[src/rtl/cmem_ctrl.sv]
// Coefficient-memory controller: streams host taps into a banked coefficient RAM
// and reads them back NBANK taps per cycle. Enables lag address/data by one cycle.
module cmem_ctrl #(
  parameter int NBANK = 8,
  parameter int AW    = 6
) (
  input  logic             clk,
  input  logic             rst,
  input  logic             coef_valid,
  output logic             coef_ready,
  input  logic [15:0]      coef_data,
  input  logic             coef_last,
  input  logic             run_start,
  output logic             run_done,
  output logic             busy,
  output logic [6:0]       ntaps,
  output logic [15:0]      mem_d,
  output logic [AW-1:0]    mem_a7,
  output logic [AW-1:0]    mem_a6,
  output logic [AW-1:0]    mem_a5,
  output logic [AW-1:0]    mem_a4,
  output logic [AW-1:0]    mem_a3,
  output logic [AW-1:0]    mem_a2,
  output logic [AW-1:0]    mem_a1,
  output logic [AW-1:0]    mem_a0,
  output logic             mem_wen_n,
  output logic             mem_cen_n,
  output logic             rd_valid,
  output logic [NBANK-1:0] rd_lane
);

  typedef enum logic [1:0] {IDLE, LOAD, RUN} state_t;

  localparam logic [7:0] NB = 8'(NBANK);

  state_t             state_reg, state_next;
  logic [AW-1:0]      wptr_reg;
  logic [6:0]         ntaps_reg;
  logic [7:0]         rbase_reg;
  logic [15:0]        mem_d_reg, mem_d_next;
  logic               wen_n_reg, cen_n_reg;
  logic               rd_valid_reg;
  logic [NBANK-1:0]   rd_lane_reg, rd_lane_next;
  logic               run_done_reg, run_done_next;
  logic [AW-1:0]      addr_reg  [8];
  logic [AW-1:0]      addr_next [8];

  logic               acc;
  logic               term;
  logic               rd_act;
  logic               rd_last;
  logic [AW-1:0]      n_addr;

  // A new load always starts at address 0; only LOAD continues from the pointer.
  assign acc     = coef_valid && (state_reg != RUN);
  assign n_addr  = (state_reg == LOAD) ? wptr_reg : '0;
  assign term    = acc && (coef_last || (n_addr == '1));
  assign rd_act  = (state_reg == RUN) && (rbase_reg < {1'b0, ntaps_reg});
  assign rd_last = (rbase_reg + NB) >= {1'b0, ntaps_reg};

  always_comb begin
    state_next    = state_reg;
    run_done_next = 1'b0;
    mem_d_next    = mem_d_reg;
    if (acc) begin
      mem_d_next = coef_data;
    end
    case (state_reg)
      IDLE: begin
        if (acc) begin
          state_next = term ? IDLE : LOAD;
        end else if (run_start) begin
          state_next = RUN;
          // An empty table finishes on the very next cycle with no reads.
          run_done_next = (ntaps_reg == 7'd0);
        end
      end
      LOAD: begin
        if (term) begin
          state_next = IDLE;
        end
      end
      RUN: begin
        if (!rd_act || rd_last) begin
          state_next = IDLE;
        end
        if (rd_act && rd_last) begin
          run_done_next = 1'b1;
        end
      end
      default: state_next = IDLE;
    endcase
  end

  genvar gi;
  generate
    for (gi = 0; gi < 8; gi++) begin : g_addr
      always_comb begin
        addr_next[gi] = addr_reg[gi];
        if (acc) begin
          addr_next[gi] = n_addr;
        end else if (rd_act) begin
          addr_next[gi] = AW'(rbase_reg + 8'(gi));
        end
      end

      always_ff @(posedge clk) begin
        if (rst) begin
          addr_reg[gi] <= '0;
        end else begin
          addr_reg[gi] <= addr_next[gi];
        end
      end
    end

    for (gi = 0; gi < NBANK; gi++) begin : g_lane
      assign rd_lane_next[gi] = rd_act && ((rbase_reg + 8'(gi)) < {1'b0, ntaps_reg});
    end
  endgenerate

  always_ff @(posedge clk) begin
    if (rst) begin
      state_reg    <= IDLE;
      wptr_reg     <= '0;
      ntaps_reg    <= '0;
      rbase_reg    <= '0;
      mem_d_reg    <= '0;
      wen_n_reg    <= 1'b1;
      cen_n_reg    <= 1'b1;
      rd_valid_reg <= 1'b0;
      rd_lane_reg  <= '0;
      run_done_reg <= 1'b0;
    end else begin
      state_reg    <= state_next;
      mem_d_reg    <= mem_d_next;
      wen_n_reg    <= !acc;
      cen_n_reg    <= !(acc || rd_act);
      rd_valid_reg <= rd_act;
      rd_lane_reg  <= rd_lane_next;
      run_done_reg <= run_done_next;
      if (acc) begin
        wptr_reg <= n_addr + AW'(1);
      end
      if (term) begin
        ntaps_reg <= 7'(n_addr) + 7'd1;
      end
      if (state_reg != RUN) begin
        rbase_reg <= '0;
      end else if (rd_act) begin
        rbase_reg <= rbase_reg + NB;
      end
    end
  end

  assign coef_ready = (state_reg != RUN);
  assign busy       = (state_reg != IDLE);
  assign ntaps      = ntaps_reg;
  assign mem_d      = mem_d_next;
  assign mem_wen_n  = wen_n_reg;
  assign mem_cen_n  = cen_n_reg;
  assign rd_valid   = rd_valid_reg;
  assign rd_lane    = rd_lane_reg;
  assign run_done   = run_done_reg;
  assign mem_a0     = addr_next[0];
  assign mem_a1     = addr_next[1];
  assign mem_a2     = addr_next[2];
  assign mem_a3     = addr_next[3];
  assign mem_a4     = addr_next[4];
  assign mem_a5     = addr_next[5];
  assign mem_a6     = addr_next[6];
  assign mem_a7     = addr_next[7];

endmodule

[config.mk]
export PLATFORM = sky130hd
export DESIGN_NAME = cmem_ctrl
export DESIGN_NICKNAME = d
export VERILOG_FILES = /design/src/rtl/cmem_ctrl.sv
export SDC_FILE = /design/constraint.sdc
export NUM_CORES = 1
export LEC_CHECK = 0
export CAP_MARGIN = 10
export CORE_MARGIN = 1.5
export CORE_UTILIZATION = 45
export CTS_BUF_LIST = sky130_fd_sc_hd__clkbuf_16
export CTS_CLUSTER_SIZE = 8
export DETAILED_ROUTE_END_ITERATION = 7
export PLACE_DENSITY = 0.76
export SYNTH_ARGS = -nofsm -noshare
export SYNTH_HDL_FRONTEND = slang
export SYNTH_SLANG_ARGS = --single-unit
[constraint.sdc]
create_clock -name clk -period 2.6 [get_ports clk]
set_clock_uncertainty 0.2 [all_clocks]
set_input_delay 0.52 -clock clk [delete_from_list [all_inputs] [get_ports clk]]
set_output_delay 0.52 -clock clk [all_outputs]
set_load 0.005 [all_outputs]
==> run metrics, run 1 <==
status=complete, but fails checks; failing checks=negative setup slack; Crit Reg-Reg Endpoint=addr_reg[0][9]; worst-case hold path end point=addr_reg[1][18]; clock sinks=96; Synth Net Count=513; Finished Layout Cells=855; most frequent cells in the layout=buf_4 (99), dfxtp_1 (91), buf_6 (61); final worst setup slack=-0.7764 ns; CP Data Required Time=1.88 ns; Mapped Cells=481; metal1 wirelength=6986 um; Max stage delay cell, worst path=dfxtp_2; share of synthesized registers carrying an async set or reset=0%; antenna violations before repair=0; core area=9371 sq um; first-pass GRT wire length=25750 um; Mean Syn Cell Area=9.159 sq um; share of post-route cells with drive strength above 1=44.08%; Tmin final=3.376 ns; Final period util=129.9%; reg2reg setup slack=-0.62 ns; row cnt=35; met3 WL=1730 um; Top Metal Used=met4; Final Hold Slack=0.2845 ns; ant diodes=0; DP HPWL=8588 um; Slew @ Worst Pin=0.6644 ns; GRT Util Overall=32.11%; #FFs+latches synth=96; Hold-fix buffers, CTS=0; worst reg2reg path depth=17; Cell Area, Synth=4405 sq um; largest net degree at the start of global routing=60; Leak=3.326 nW; Pre-antenna DRT Iters=7; WL/cell=22.34 um; CP dominant cell by count=buf_6; Final #Nets=753; commonest non-fill, non-tap cell in the layout=buf_4; Final Power=3.412 mW; hold wc startpoint=addr_reg[1][18]; Clock transition at path regs=0.07 ns; Yosys warnings=0; Area Growth Syn to Fin=69.27%; DR vias=5288; drt drc=0; DRT antenna net count=0; H-tree Lvls=3; latest clock arrival within the worst-skew pair=0.36 ns; Peak VDD IR=0.3987 mV; Synth Flop Type=dfxtp_1; DIE WIDTH=101.9 um; final wirelength=19100 um; number of port buffers=105; cell area power density=457.6 nW/um^2; Setup violations, final=87; Max-Cap Viols=0; critical path class=reg2out; hold crit path type=reg2reg; hold depth=1; Met2 Wirelength=8952 um; Worst Path Max Fanout=4; CTS tree=yes; Final Wtd Congestion=0.9017; max reg flops=48; initial drt markers=635; crit-path cells=inv_2 > ha_4 > and4b_1 > buf_4 > o211a_4 > nor3_4 > buf_6 > buf_6 > buf_6 > a311o_1 > buf_2; CP Capture Type=primary output; Highest Clock Rate=296.2 MHz; Placed Cells=740; die area=10390 sq um; RSZ-0062 raised after global routing=yes; grt ovf=0; Die Ht=101.9 um; relative slew slack=55.71%; CTS Buf Count=9; Root Buffer=clkbuf_16; Via density=6.185; Unique masters post-synth=56; dpl ws=-0.6818 ns; Bufs on Longest Clock Path=2; Critical Path Max Stage Delay=0.37 ns; CP Launch Type=flop; final hold violation count=0; number of global-route vias before repair=5127; sequential area share after synthesis=43.62%; Arr. time, crit path=2.66 ns; Initial Utilization=47.01%; max-slew violation count=0; worst r2r src=rbase_reg[5]; Post-synth EDFFs=0; Ports=106; fin util=79.57%
[repair_timing]
action                     CTS  global route
resized for setup          362            74
pin swaps                   77            47
gates cloned                 6             3
setup buffers               91            35
setup endpoints to repair   64           106
[layer usage]
metal | GRT usage, % | vias up
li1 | - | 2248
met1 | 36.56 | 2495
met2 | 56.10 | 414
met3 | 5.609 | 131
met4 | 19.70 | 0
met5 | 0 | -
[how the worst max path moves through the flow]
stage                           from   endpoint  slack (ns)  cells after the start
after floorplan             ntaps[3]  mem_a0[3]       -0.04                      7
after global placement    coef_valid  mem_a2[5]       -0.60                      5
after detailed placement  coef_valid  mem_a7[5]       -0.68                      5
after CTS                   ntaps[5]  mem_a4[4]       -0.63                     11
after global routing        ntaps[5]  mem_a7[5]       -0.77                     11
final                       ntaps[6]  mem_a7[5]       -0.78                     11
[cells by family after synthesis]
group,after synthesis,synth area share (%)
compound gates,163,26.16
xor+xnor,6,1.193
fa+ha+maj,11,3.124
buf+inv,53,4.799
flops,96,43.62
mux,16,4.090
simple gates,136,17.01
[area by class of cell]
cell class / instances / area, sq um
Sequential cell: 96 / 1928
Fill cell: 555 / 1914
Clock buffer: 9 / 225.2
Clock inverter: 7 / 60.06
Inverter: 13 / 48.80
Tap cell: 129 / 161.4
Timing Repair Buffer: 269 / 2472
Multi-Input combinational cell: 332 / 2561
[synth_stat cells (2+ instances only)]
library cell / number / area [sq um]
a311o_1: 17 / 170.2
nand4_1: 5 / 31.28
nand3_1: 9 / 45.04
o21ai_0: 23 / 115.1
ha_1: 11 / 137.6
xnor2_1: 4 / 35.03
inv_1: 11 / 41.29
buf_2: 10 / 50.05
nor3_2: 2 / 20.02
o31ai_1: 4 / 30.03
a21o_1: 5 / 37.54
and2_1: 26 / 162.7
o211ai_1: 33 / 247.7
nand2_1: 39 / 146.4
nand2b_1: 5 / 31.28
nor2_1: 12 / 45.04
clkbuf_1: 26 / 97.59
buf_1: 4 / 15.01
a2111o_1: 2 / 22.52
dfxtp_1: 96 / 1922
o21a_1: 9 / 67.56
mux2_2: 16 / 180.2
or4_1: 2 / 15.01
nand3b_1: 14 / 105.1
nor3_1: 8 / 40.04
xor2_1: 2 / 17.52
o31a_1: 8 / 70.07
nor4_1: 2 / 12.51
a31o_2: 3 / 26.28
a31oi_1: 3 / 18.77
a21oi_1: 45 / 225.2
[worst max-delay path, delay by kind of cell, from the launching register on]
kind,cells,cell delay (ns)
adders and majority gates,1,0.31
DFF,1,0.37
buffers and inverters,6,0.72
AOI/OAI and AO/OA,2,0.57
and+or+nand+nor,2,0.32
[where the power goes]
group          internal (mW)  switching [mW]
clock network          0.668           0.638
registers               1.50          0.0141
logic                  0.320           0.271
[stage by stage]
step                      instance area [sq um]  setup TNS, ns
after floorplan                            4449        -0.3682
after global placement                     6017         -32.14
after detailed placement                   6017         -33.37
after CTS                                  7293         -30.41
after global routing                       7457         -34.44
final                                      7457         -31.87
No activity file was read; power rests on OpenSTA's default activity.
==> run 2, diff against run 1 <==
--- a/config.mk
+++ b/config.mk
@@ -5,7 +5,6 @@
 export SDC_FILE = /design/constraint.sdc
 export NUM_CORES = 1
 export LEC_CHECK = 0
-export CAP_MARGIN = 10
 export CORE_MARGIN = 1.5
 export CORE_UTILIZATION = 45
 export CTS_BUF_LIST = sky130_fd_sc_hd__clkbuf_16
==> results of run 2 <==
The final DEF is identical to that of run 1; final timing and power are the same.
==> run 3, diff against run 2 <==
--- a/config.mk
+++ b/config.mk
@@ -8,6 +8,7 @@
 export CORE_MARGIN = 1.5
 export CORE_UTILIZATION = 45
 export CTS_BUF_LIST = sky130_fd_sc_hd__clkbuf_16
+export CTS_CLUSTER_DIAMETER = 200
 export CTS_CLUSTER_SIZE = 8
 export DETAILED_ROUTE_END_ITERATION = 7
 export PLACE_DENSITY = 0.76
==> results of run 3 <==
The final DEF is identical to that of run 1; final timing and power are the same.
